`src/rtl/snake_game_ctrl.sv`:
```
// Snake game sequencer: owns head position, 20-slot body history and score, and steps
// IDLE -> RUN -> MOVE -> CHECK -> RUN/OVER around the registered collision checker.
module snake_game_ctrl #(
  parameter int STEP       = 10,
  parameter int X0         = 320,
  parameter int Y0         = 240,
  parameter int CHECK_WAIT = 2,
  parameter int MAX_SCORE  = 18
) (
  input  logic         vga_clk,
  input  logic         rst,
  input  logic         start,
  input  logic         move_tick,
  input  logic         btn_up,
  input  logic         btn_down,
  input  logic         btn_left,
  input  logic         btn_right,
  input  logic         game_over,
  input  logic         food_hit,
  output logic [9:0]   snakex,
  output logic [9:0]   snakey,
  output logic [199:0] storex,
  output logic [199:0] storey,
  output logic [7:0]   score,
  output logic         playing,
  output logic         over,
  output logic         check_stb,
  output logic [2:0]   state_dbg
);

  localparam int CNT_W = $clog2(CHECK_WAIT + 2);

  // state_dbg encoding: IDLE=0, RUN=1, MOVE=2, CHECK=3, OVER=4
  typedef enum logic [2:0] {S_IDLE, S_RUN, S_MOVE, S_CHECK, S_OVER} state_e;
  // Encoded so that opposite directions differ only in bit 0.
  typedef enum logic [1:0] {D_UP, D_DOWN, D_LEFT, D_RIGHT} dir_e;

  state_e             state_q, state_d;
  dir_e               dir_q, dir_d, req;
  logic               req_valid;
  logic [9:0]         x_q, x_d, y_q, y_d;
  logic [199:0]       sx_q, sx_d, sy_q, sy_d;
  logic [7:0]         score_q, score_d;
  logic [CNT_W-1:0]   cnt_q, cnt_d;

  always_ff @(posedge vga_clk) begin
    if (rst) begin
      state_q <= S_IDLE;
      dir_q   <= D_RIGHT;
      x_q     <= 10'(X0);
      y_q     <= 10'(Y0);
      sx_q    <= '1;
      sy_q    <= '1;
      score_q <= '0;
      cnt_q   <= '0;
    end else begin
      state_q <= state_d;
      dir_q   <= dir_d;
      x_q     <= x_d;
      y_q     <= y_d;
      sx_q    <= sx_d;
      sy_q    <= sy_d;
      score_q <= score_d;
      cnt_q   <= cnt_d;
    end
  end

  always_comb begin
    state_d   = state_q;
    dir_d     = dir_q;
    x_d       = x_q;
    y_d       = y_q;
    sx_d      = sx_q;
    sy_d      = sy_q;
    score_d   = score_q;
    cnt_d     = cnt_q;
    req       = D_RIGHT;
    req_valid = 1'b0;

    case (state_q)
      S_IDLE, S_OVER: begin
        if (start) begin
          state_d = S_RUN;
          dir_d   = D_RIGHT;
          x_d     = 10'(X0);
          y_d     = 10'(Y0);
          sx_d    = '1;
          sy_d    = '1;
          score_d = '0;
          cnt_d   = '0;
        end
      end
      S_RUN: begin
        if (move_tick) state_d = S_MOVE;
      end
      S_MOVE: begin
        sx_d = {sx_q[189:0], x_q};
        sy_d = {sy_q[189:0], y_q};
        // 10-bit arithmetic wraps modulo 1024; off-field heads are the checker's problem.
        case (dir_q)
          D_UP:    y_d = y_q - 10'(STEP);
          D_DOWN:  y_d = y_q + 10'(STEP);
          D_LEFT:  x_d = x_q - 10'(STEP);
          default: x_d = x_q + 10'(STEP);
        endcase
        cnt_d   = '0;
        state_d = S_CHECK;
      end
      S_CHECK: begin
        cnt_d = cnt_q + 1'b1;
        if (cnt_q == CNT_W'(CHECK_WAIT)) begin
          cnt_d = '0;
          if (game_over) begin
            state_d = S_OVER;
          end else begin
            if (food_hit && (score_q < 8'(MAX_SCORE))) score_d = score_q + 8'd1;
            state_d = S_RUN;
          end
        end
      end
      default: state_d = S_IDLE;
    endcase

    // Direction requests are latched during play; a reversal of the current heading is ignored.
    if (state_q == S_RUN || state_q == S_MOVE || state_q == S_CHECK) begin
      req_valid = 1'b1;
      if (btn_up)         req = D_UP;
      else if (btn_down)  req = D_DOWN;
      else if (btn_left)  req = D_LEFT;
      else if (btn_right) req = D_RIGHT;
      else                req_valid = 1'b0;
      if (req_valid && ((req ^ dir_q) != 2'b01)) dir_d = req;
    end
  end

  assign snakex    = x_q;
  assign snakey    = y_q;
  assign storex    = sx_q;
  assign storey    = sy_q;
  assign score     = score_q;
  assign playing   = (state_q == S_RUN) || (state_q == S_MOVE) || (state_q == S_CHECK);
  assign over      = (state_q == S_OVER);
  assign check_stb = (state_q == S_CHECK) && (cnt_q == CNT_W'(CHECK_WAIT));
  assign state_dbg = state_q;

endmodule
```
`config.mk`:
```
export PLATFORM = sky130hd
export DESIGN_NAME = snake_game_ctrl
export DESIGN_NICKNAME = d
export VERILOG_FILES = /design/src/rtl/snake_game_ctrl.sv
export SDC_FILE = /design/constraint.sdc
export NUM_CORES = 1
export LEC_CHECK = 0
export BUFFER_PORTS_ARGS = -buffer_cell sky130_fd_sc_hd__buf_2
export CAP_MARGIN = 5
export CORE_MARGIN = 1.5
export CORE_UTILIZATION = 35
export DETAILED_ROUTE_END_ITERATION = 8
export HOLD_SLACK_MARGIN = 0.02
export SLEW_MARGIN = 15
export SYNTH_ARGS = -nofsm -noshare
export SYNTH_HDL_FRONTEND = slang
export SYNTH_SLANG_ARGS = --single-unit
```
`constraint.sdc`:
```
create_clock -name vga_clk -period 2.4 [get_ports vga_clk]
set_input_delay 0.48 -clock vga_clk [delete_from_list [all_inputs] [get_ports vga_clk]]
set_output_delay 0.48 -clock vga_clk [all_outputs]
set_load 0.005 [all_outputs]
```
After elaboration in Yosys (flattened, before gate mapping)
Index checks and enable logic that the tools add are counted.

Register bits: 435. Input bits: 10. Logic and storage cells: 84.

$add $sub $neg: 6. $lt $le $gt $ge: 1. Eq/ne operators: 15. Muxes and demuxes: 35. Bitwise gates (word level): 1. Reduce and logical (&&, ||, !) cells: 18.

Operator list (count): $pmux W200 S2 (2); $mux W200 (1); $pmux W10 S2 (4); $mux W8 (4); $add A10 B4 Y10 const B (2); $mux W10 (2); $sub A10 B4 Y10 const B (2); $mux W2 (9); $pmux W8 S2 (1); $mux W3 (4); $ne A2 B2 Y1 const B (6); $pmux W3 S4 (1); $reduce_and A3 Y1 (3); $add A8 B1 Y8 const B (1); $lt A8 B5 Y1 const B (1); $eq A3 B2 Y1 const B (2); $mux W1 (6); $pmux W2 S3 (1); $reduce_and A5 Y1 (1); $eq A2 B2 Y1 const B (2); $reduce_and A2 Y1 (2); $reduce_bool A2 Y1 (2); $reduce_or A2 Y1 (2); $eq A3 B1 Y1 const B (1); other kinds (11) (14).

Depth between registers and ports, before layout
Depth in word-level cells: 9. Gate-level depth with buffers: 12.

Worst setup path after synthesis
OpenSTA, ideal clock, no wires.

Path type: reg2reg. From: register dir_q[0]. To: register x_q[9] (netlist: snakex[9]). Data arrival time: 1995 ps. Data required time: 2285 ps. Setup slack: 290 ps. Cell stages (with the launch flop): 13. Buffers on the path: 2. Clock period less this slack: 2110 ps. Path through: dfxtp_1 > nand2b_1 > buf_6 > inv_4 > clkbuf_8 > xnor2_2 > inv_2 > ha_1 > a21oi_1 > and2_1 > a211o_1 > a31oi_1 > o21ba_1.

Longest elaborated chain between the ends: 4. Elaborated cells between the ends (all ways): 8. Those cells by class: 3 x eq/ne; 2 x mux; 3 x reduce/logical.

Ends and longest elaborated chain: start, declared (line 39) `dir_e dir_q, dir_d, req;`; start signal, assigned (line 58) `dir_q <= dir_d;`; $eq A2 B1 Y1 / $logic_not A2 Y1 (equally long branches) (line 100) `case (dir_q)`; $reduce_or A2 Y1 (no source line); $pmux W10 S2 / $ne A2 B2 Y1 (equally long branches); $pmux W10 S2 / $reduce_and A3 Y1 (equally long branches); end signal, assigned (line 50) `x_q <= 10'(X0);`; end, declared (line 41) `logic [9:0] x_q, x_d, y_q, y_d;`.

Several ways; a longest one is shown, not always the timed one. A chain may end at the register's enable or synchronous reset.

Worst setup path after layout
From: register state_q[0] (netlist: state_dbg[0]). To: output check_stb.

Longest elaborated chain between the ends: 2.

Ends and longest elaborated chain: start, declared (line 38) `state_e state_q, state_d;`; start signal, assigned (line 57) `state_q <= state_d;`; $eq A3 B2 Y1 (line 143) `assign check_stb = (state_q == S_CHECK) && (cnt_q == CNT_W'(CHECK_WAIT));`; $logic_and A1 B1 Y1 (line 143); end, declared (line 27) `output logic check_stb,`.

No other way between the ends.

==> metrics.cfg <==
[layout]
antenna_cells=0
final_common_cell=buf_2
area_growth_pct=25.64
final_cell_mix=buf_2, dfxtp_1, nand2b_1
nets=1948
drive_gt1_share_pct=28.72
final_core_util_pct=44.71

[synth]
syn_area_sq_um=15390
ys_ff_latch=413
ys_async_sr_fraction_pct=0
synth_fa_ha_area_share_pct=1.105
yosys.area_share.simple_pct=19.61
ys_seq_area_share_pct=53.71
netlist-cell-type-count=67
synth_compound_area_share_pct=19.20
synthXorXnorAreaFrac_pct=0.3901
synth_edf_count=0
synthMuxAreaShare_pct=0.2763
synth_top_family_by_area=simple AND/OR/NAND/NOR gates
ys.flop_type=dfxtp_1
ys_warn_count=0
synth.avg_cell_area_sq_um=9.793
postSynthCellCount=1572

[cts]
clkTransAtPathRegs_ps=60
clk_latency_ps=570
root_buffer=clkbuf_16
cts.path.max_buffers=3
cts_tree=yes
postCtsSetupBuffers=0
cts_buffers=45
cts.sinks=413
h-tree-depth=2

[routing]
dr.max_layer_used=met4
ant_nets=0
wire_per_inst_microns=18.43
met1_length_mm=20.24
wl_met2_mm=21.90
met3_length_mm=3.621
drt-pass1-iter-count=5
routed_wl_mm=46.91
drc=0
dr_total_vias=13096
drt_iter0_markers=1041
vias_per_cell=5.146

[timing]
slew_viol_final=0
worst_pin_slew_ps=844.8
fin_crit_ps=2255
max_freq_mhz=443.5
relSlewSlack_pct=43.68
rsz0062_at_grt=no
setup-tns-final_ps=0
skew_ps=13.69
fin_crit_sh_pct=93.95
setup_viol=0
hold_viol_final=0

[critical_path]
cp_data_required_time_ps=1920
r2r_end=snakey[8]
arrival_ps=1770
slowest_stage=dfxtp_1
reg2regPathDepth=9
critPathMaxFanout=11
critPathMaxStageDelay_ps=500
worstSetupStartpointType=flop
criticalPathCategory=reg -> out
end_kind=primary output
rr_startpoint=dir_q[1]
rrSetupSlack_ps=210
worstPathCellList=buf_4, nand2_1, nor2_1, buf_2

[place]
io_buffers=441
place_hpwl_mm=32.26
place_congestion=0.8635

[die]
fp.coreArea_sq_um=43270
die_h_microns=212.7
start_util_pct=35.58
io_pins=444
rows=76
dieArea_sq_um=45250
die_w_microns=212.7

[power]
vdd_ir_drop_max_uv=475.0
pwr_density_cell_nw_per_um2=764.5
p_leak_nw=6.715

[grt]
grtUsageTotal_pct=19.62
grt-ovfl-total=0
grt_max_degree=141
grt_pass1_vias=12072
antenna_found_initial=0
grt_first_pass_wirelength_mm=70.40

[hold_path]
whs_path_depth=3
min_path_type=in -> reg
min_to=state_dbg[2]
min-delay-start=game_over

[job]
cap_violations=0

[run_status]
status=finished, final reports clean

## stage by stage
step | std cells | hold WS [ps] | total power, W | worst slack (ps) | cell area [sq um]
2_1_floorplan | 1573 | 464.1 | 0.007837 | 289.8 | 15400
6_report | 2545 | 232.4 | 0.01479 | 145.3 | 19340
3_3_place_gp | 2463 | 472.1 | 0.008083 | 201.5 | 17860
4_1_cts | 2545 | 189.8 | 0.01496 | 4.881 | 19330
5_1_grt | 2545 | 265.6 | 0.01535 | 44.33 | 19340
3_5_place_dp | 2463 | 471.8 | 0.008095 | 127.3 | 17860
## timing repair
| item | in CTS | in global routing |
|---|---|---|
| resized for setup | 0 | 5 |
| hold endpoints to repair | 0 | 0 |
| setup endpoints to repair | 0 | 9 |
| hold buffers | 0 | 0 |
## power breakdown
| group | internal, W | switching (W) | total (W) |
|---|---|---|---|
| sequential | 0.00688 | 0.0000373 | 0.00692 |
| clock | 0.00401 | 0.00282 | 0.00683 |
| combinational | 0.000354 | 0.000687 | 0.00104 |
## flip-flops by register name (all words and copies together) (netlist names)
signal	flops
snakex	9
state_dbg	3
snakey	9
cnt_q	2
score	8
storex	190
dir_q	2
storey	190
## how the worst max path moves through the flow
stage	start	end	slack (ps)	cells after the start
floorplan	dir_q[0]	snakex[9]	290	12
global route	state_dbg[0]	check_stb	40	4
CTS	state_dbg[0]	over	5	4
finish	state_dbg[0]	check_stb	150	4
detailed placement	dir_q[1]	snakey[9]	130	9
global placement	dir_q[1]	snakex[5]	200	10
## critical path: cells and delay by family (launching register included)
| family | cells | cell delay [ps] |
|---|---|---|
| buf+inv | 2 | 400 |
| simple gates | 2 | 310 |
| flops | 1 | 500 |
## Yosys cell counts, types with 7 or more instances
cell,count,share of area (%)
nand2_1,22,0.54
nor3_1,18,0.59
dfxtp_1,413,54
ha_1,12,0.98
buf_4,23,1.1
nand2b_1,390,16
o21ai_0,13,0.42
buf_2,69,2.2
clkbuf_1,65,1.6
a21oi_1,25,0.81
inv_1,8,0.20
o22ai_1,382,16
nor2b_1,7,0.28
nor2_1,26,0.63
## logic make-up (layout without fill, tap and decap cells)
logic type	Yosys count	after routing
simple gates	497	497
other cells	1	2
mux	4	4
xor+xnor	6	6
flops	413	413
buf+inv	173	560
fa+ha+maj	13	13
compound gates	465	465
## cell type report
type                    count  area (sq um)
clock buffers              64          1308
clock inverters            18         156.4
fillers                  4190         23920
inverters                  10         40.04
multi-input cells         987          6281
flip-flops and latches    413          8269
well taps                 585         732.0
repair buffers            468          2556
## metal layers
layer	vias to the layer above	GRT usage, %
li1	6365	-
met1	6239	24.76
met2	423	32.14
met3	69	5.574
met4	0	6.554
met5	-	0
No activity file was read; power rests on OpenSTA's default activity.
